### src/rtl/udl_mod_counter_if.sv
// Control, data and status signals of the up/down/load modulus counter.
// master drives the controls and observes status; slave is the counter itself.
interface udl_mod_counter_if #(
  parameter int BITS   = 8,
  parameter int STEP_W = 4
);
  logic              clear;
  logic              enable;
  logic              up;
  logic              load;
  logic              mode;
  logic [BITS-1:0]   d;
  logic [BITS-1:0]   limit;
  logic [STEP_W-1:0] step;
  logic [BITS-1:0]   q;
  logic              wrap_evt;
  logic              at_max;
  logic              at_min;
  logic              tc;

  modport master (
    output clear, enable, up, load, mode, d, limit, step,
    input  q, wrap_evt, at_max, at_min, tc
  );

  modport slave (
    input  clear, enable, up, load, mode, d, limit, step,
    output q, wrap_evt, at_max, at_min, tc
  );
endinterface

### src/rtl/udl_mod_counter.sv
// Up/down/load counter over 0..limit with programmable step, wrap or saturate.
// Latency: one clock to q/wrap_evt; at_max/at_min/tc follow q combinationally.
// Backpressure: none, every edge is an update; controls are sampled each edge.
module udl_mod_counter #(
  parameter int BITS   = 8,
  parameter int STEP_W = 4
) (
  input  logic                  clk,
  input  logic                  reset,
  udl_mod_counter_if.slave      bus
);
  localparam int CW = ((BITS > STEP_W) ? BITS : STEP_W) + 1;

  logic [BITS-1:0] q_r;
  logic            evt_r;
  logic [BITS-1:0] q_nxt;
  logic            evt_nxt;

  logic [CW-1:0]   step_ext;
  logic [CW-1:0]   limit_ext;
  logic [BITS:0]   s_x;
  logic [BITS:0]   q_x;
  logic [BITS:0]   lim_x;
  logic [BITS:0]   lim_p1;
  logic [BITS:0]   sum_up;
  logic [BITS:0]   wrap_up;
  logic [BITS:0]   diff_dn;
  logic [BITS:0]   wrap_dn;
  logic            at_max;
  logic            at_min;

  // Clamping the step to limit keeps every result inside one modulus period.
  assign step_ext  = CW'(bus.step);
  assign limit_ext = CW'(bus.limit);
  assign s_x       = (step_ext > limit_ext) ? {1'b0, bus.limit} : step_ext[BITS:0];

  assign q_x     = {1'b0, q_r};
  assign lim_x   = {1'b0, bus.limit};
  assign lim_p1  = lim_x + (BITS+1)'(1);
  assign sum_up  = q_x + s_x;
  assign wrap_up = sum_up - lim_p1;
  assign diff_dn = q_x - s_x;
  assign wrap_dn = q_x + lim_p1 - s_x;

  always_comb begin
    q_nxt   = q_r;
    evt_nxt = 1'b0;
    if (bus.clear) begin
      q_nxt = '0;
    end else if (bus.load) begin
      q_nxt = (bus.d > bus.limit) ? bus.limit : bus.d;
    end else if (bus.enable) begin
      if (q_r > bus.limit) begin
        q_nxt = bus.limit;
      end else if (s_x != '0) begin
        if (bus.up) begin
          if (sum_up > lim_x) begin
            if (bus.mode) begin
              q_nxt   = bus.limit;
              evt_nxt = (q_r != bus.limit);
            end else begin
              q_nxt   = wrap_up[BITS-1:0];
              evt_nxt = 1'b1;
            end
          end else begin
            q_nxt = sum_up[BITS-1:0];
          end
        end else begin
          if (q_x < s_x) begin
            if (bus.mode) begin
              q_nxt   = '0;
              evt_nxt = (q_r != '0);
            end else begin
              q_nxt   = wrap_dn[BITS-1:0];
              evt_nxt = 1'b1;
            end
          end else begin
            q_nxt = diff_dn[BITS-1:0];
          end
        end
      end
    end
  end

  always_ff @(posedge clk or posedge reset) begin
    if (reset) begin
      q_r   <= '0;
      evt_r <= 1'b0;
    end else begin
      q_r   <= q_nxt;
      evt_r <= evt_nxt;
    end
  end

  assign at_max       = (q_r == bus.limit);
  assign at_min       = (q_r == '0);
  assign bus.q        = q_r;
  assign bus.wrap_evt = evt_r;
  assign bus.at_max   = at_max;
  assign bus.at_min   = at_min;
  // Terminal count is only meaningful when this edge would actually count.
  assign bus.tc       = bus.enable & ~bus.clear & ~bus.load &
                        ((bus.up & at_max) | (~bus.up & at_min));
endmodule
### src/flat_wrapper.sv
// flat-port wrapper written by rule: the top's interface ports become plain ports
module udl_mod_counter_flat 
#(
  parameter int BITS   = 8,
  parameter int STEP_W = 4
)
  (clk, reset, bus_clear, bus_enable, bus_up, bus_load, bus_mode, bus_d, bus_limit, bus_step, bus_q, bus_wrap_evt, bus_at_max, bus_at_min, bus_tc);
  udl_mod_counter_if #(.BITS(BITS), .STEP_W(STEP_W)) bus_i ();
  input  logic clk;
  input  logic reset;
  input wire logic [$bits(bus_i.clear)-1:0] bus_clear;
  input wire logic [$bits(bus_i.enable)-1:0] bus_enable;
  input wire logic [$bits(bus_i.up)-1:0] bus_up;
  input wire logic [$bits(bus_i.load)-1:0] bus_load;
  input wire logic [$bits(bus_i.mode)-1:0] bus_mode;
  input wire logic [$bits(bus_i.d)-1:0] bus_d;
  input wire logic [$bits(bus_i.limit)-1:0] bus_limit;
  input wire logic [$bits(bus_i.step)-1:0] bus_step;
  output wire logic [$bits(bus_i.q)-1:0] bus_q;
  output wire logic [$bits(bus_i.wrap_evt)-1:0] bus_wrap_evt;
  output wire logic [$bits(bus_i.at_max)-1:0] bus_at_max;
  output wire logic [$bits(bus_i.at_min)-1:0] bus_at_min;
  output wire logic [$bits(bus_i.tc)-1:0] bus_tc;
  assign bus_i.clear = bus_clear;
  assign bus_i.enable = bus_enable;
  assign bus_i.up = bus_up;
  assign bus_i.load = bus_load;
  assign bus_i.mode = bus_mode;
  assign bus_i.d = bus_d;
  assign bus_i.limit = bus_limit;
  assign bus_i.step = bus_step;
  assign bus_q = bus_i.q;
  assign bus_wrap_evt = bus_i.wrap_evt;
  assign bus_at_max = bus_i.at_max;
  assign bus_at_min = bus_i.at_min;
  assign bus_tc = bus_i.tc;
  udl_mod_counter #(.BITS(BITS), .STEP_W(STEP_W)) u_core (.clk(clk), .reset(reset), .bus(bus_i));
endmodule
### config.mk
export PLATFORM = sky130hd
export DESIGN_NAME = udl_mod_counter_flat
export DESIGN_NICKNAME = d
export VERILOG_FILES = /design/src/rtl/udl_mod_counter_if.sv /design/src/rtl/udl_mod_counter.sv /design/src/flat_wrapper.sv
export SDC_FILE = /design/constraint.sdc
export NUM_CORES = 1
export LEC_CHECK = 0
export ABC_AREA = 1
export BUFFER_PORTS_ARGS = -buffer_cell sky130_fd_sc_hd__clkbuf_2
export CORE_MARGIN = 2
export CORE_UTILIZATION = 50
export CTS_BUF_LIST = sky130_fd_sc_hd__clkbuf_4
export DETAILED_ROUTE_END_ITERATION = 6
export PLACE_DENSITY_LB_ADDON = 0.05
export SYNTH_ARGS = -nofsm -noshare
export SYNTH_HDL_FRONTEND = slang
export SYNTH_SLANG_ARGS = --single-unit
### constraint.sdc
create_clock -name clk -period 2.95 [get_ports clk]
set_input_delay 0.1475 -clock clk [delete_from_list [all_inputs] [get_ports clk]]
set_output_delay 0.1475 -clock clk [all_outputs]
set_load 0.05 [all_outputs]
==> impl_metrics.ini <==
[outcome]
status = complete, but fails checks
violations = negative setup slack

[power_and_ir_drop]
ir_worst_vdd_v = 0.000335
p_per_area_mw_per_mm2 = 522
power_leakage_nw = 2.75

[yosys]
yosys.area.top_type_share_pct = 21.5
synth-simple-area-share_pct = 33.0
synth_fa_ha_area_share_pct = 27.2
synth_top_area_cell = ha_1
synth_cell_type_count = 46
synth.most_common_cell = nand2_1
synth_top_family_by_area = simple AND/OR/NAND/NOR gates
ys_top_cells_by_area = ha_1 22%, nand2_1 14%, nand3_1 9.3%
netlist_area_mm2 = 0.00349
synth_compound_area_share_pct = 17.0
synth_flop_cell = dfrtp_1
synth-xor-area-share_pct = 4.52
synth_area_per_cell_um2 = 6.32
synth_mux_area_share_pct = 0
synthArstFlopShare_pct = 100
synth_edf_count = 0
synthCells = 552
yosys_register_bits = 9
synth_common_cells = 129 x nand2_1, 79 x inv_1, 65 x nand3_1
yosysWarnings = 0
ys_seq_area_share_pct = 6.45

[clocking]
numCtsBuffers = 3
clockRootBuffer = clkbuf_4
insertion_delay_ns = 0.28
cts_buffer_depth = 2
htree_levels = 1
cts.clk_slew.worst_paths_ns = 0.07
cts_tree = built
clock_sinks = 9

[worst_setup_path]
timing.rr.end = u_core.bus.q[2]$_DFFE_PP0P_
cp-start-kind = input port
path_max_fanout = 8
cpMostUsedCell = nand2_1
crit_arrival_ns = 3.81
timing.rr.start = u_core.bus.q[4]$_DFFE_PP0P_
crit_required_ns = 3.11
slowest_stage = ha_4
max_stage_delay_ns = 0.31
r2r_slack_ns = -0.21
end_kind = flop
timing_worst_setup_path_type = in2reg
ff2ff_path_depth = 20

[floorplanning]
start_util_pct = 51.7
core-area_mm2 = 0.00676
core.rowCount = 30
die_area_mm2 = 0.00767
die_w_um = 87.6
io_pins = 39
die_h_um = 87.6

[cells_and_area]
synthToLayoutAreaGrowth_pct = 46.5
layout-drive-gt1-share_pct = 37.6
nets = 798
finalInstanceArea_mm2 = 0.00511
antenna_cells = 0

[min_path]
hold_start = bus_enable
hold_depth = 4
hold_end = u_core.bus.wrap_evt$_DFF_PP0_
hold_class = in2reg

[placement]
place_congestion = 0.990
placed_cell_area_mm2 = 0.00463
post-dp-hpwl_um = 9950
port_buffers = 38

[drt]
final_antenna_net_count = 0
routedWlPerCell_um = 16.8
drt_wl_total_um = 13100
post-route-drc-count = 0
viasPerCell = 5.61
drt_iter0_drc = 399
vias = 4374
drt-pass1-iter-count = 5

[timing]
hold_viol = 0
timing.final.ws_setup_ns = -0.699
worst_pin_slew_ns = 0.820
fmax_mhz = 274
fin_skew_ns = 0.0110
period_needed_ns = 3.65
rsz0062_at_grt = true
slew_headroom_pct = 45.1
setup_tns_ns = -5.75
period_share_pct = 124
maxSlewViolCount = 0
setup_viol = 9

[global_route]
grt_pass1_wl_um = 20700
antenna_found_initial = 0
grtUsageTotal_pct = 34.4
grt_pass1_vias = 4308
grt_max_degree = 19
gr-total-overflow = 0

[job]
max_cap_violations = 0
critical path, delay by kind of cell:
family / cells / cell delay (ns)
buf+inv: 7 / 0.64
compound gates: 3 / 0.48
fa+ha+maj: 3 / 0.82
simple gates: 17 / 1.54
xor+xnor: 1 / 0.16
per-layer routing:
metal	track usage [%]	vias to the layer above	wire length (um)	part of all wire, %
met5	0	-	0	0
met4	9.79	0	441	3.4
met3	3.49	52	902	6.9
met2	60.3	210	6280	48
met1	44.9	2001	5500	42
li1	-	2111	-	-
kinds of logic after synthesis:
kind of cell	count (synthesis)
buffers and inverters	102
AND/OR/NAND/NOR	252
flip-flops	9
adder cells (fa/ha/maj)	70
XOR/XNOR	18
other	2
AO/OA/AOI/OAI	99
report_power, final:
| group | leakage (nW) | internal [W] | switching, W |
|---|---|---|---|
| Clock | 0.0177 | 0.0000503 | 0.0000554 |
| Combinational | 2.61 | 0.00104 | 0.00137 |
| Sequential | 0.118 | 0.000141 | 0.0000174 |
area by class of cell:
cell class	instances	area, um^2
Fill cell	516	1640
Inverter	90	347
Sequential cell	9	225
Multi-Input combinational cell	451	3380
Clock buffer	3	22.5
Clock inverter	1	5.00
Tap cell	80	100
Timing Repair Buffer	146	1030
timing repair:
action | 4_1_cts | 5_1_grt
resized for setup | 27 | 43
endpoints found under the hold margin | 9 | 0
setup endpoints to repair | 9 | 9
hold buffers | 1 | 0
setup buffers | 5 | 4
pin swaps | 11 | 19
gates cloned | 1 | 0
flip-flops by register name, indices dropped and copies added, names as in the netlist:
name                 flops
u_core.bus.wrap_evt      1
u_core.bus.q             8
stage by stage:
stage               instances  util [%]  hold slack (ns)  total power (W)  setup slack, ns
floorplan                 561         -          -0.0246          0.00142           -0.538
global placement          765      68.5            0.119          0.00211           -0.976
detailed placement        765      68.5            0.126          0.00215            -1.01
CTS                       776      72.6            0.263          0.00239           -0.559
global route              780      75.7            0.292          0.00288           -0.902
finish                    780      75.7            0.277          0.00267           -0.699
cells in the final DEF (no fill, tap or decap), types with 14 or more instances in the layout:
cell	count
nand2_1	108
buf_4	104
inv_1	67
nand3_1	52
ha_1	45
a21oi_1	38
clkbuf_2	37
nor2_1	30
o21ai_0	27
inv_2	19
nand2_2	19
ha_4	15
nand3_2	14
worst max-delay path by stage:
| stage | startpoint | endpoint | slack, ns | depth (start not counted) |
|---|---|---|---|---|
| final | bus_limit[3] | u_core.bus.q[2]$_DFFE_PP0P_ | -0.70 | 31 |
| after global routing | bus_limit[3] | u_core.bus.q[4]$_DFFE_PP0P_ | -0.90 | 33 |
| after floorplan | u_core.bus.q[0]$_DFFE_PP0P_ | bus_tc | -0.54 | 6 |
| after global placement | bus_limit[3] | u_core.bus.q[1]$_DFFE_PP0P_ | -0.98 | 28 |
| after detailed placement | bus_limit[3] | u_core.bus.q[6]$_DFFE_PP0P_ | -1.01 | 30 |
| after CTS | bus_limit[3] | u_core.bus.q[6]$_DFFE_PP0P_ | -0.56 | 34 |
Power figures use the tool's default switching activity.
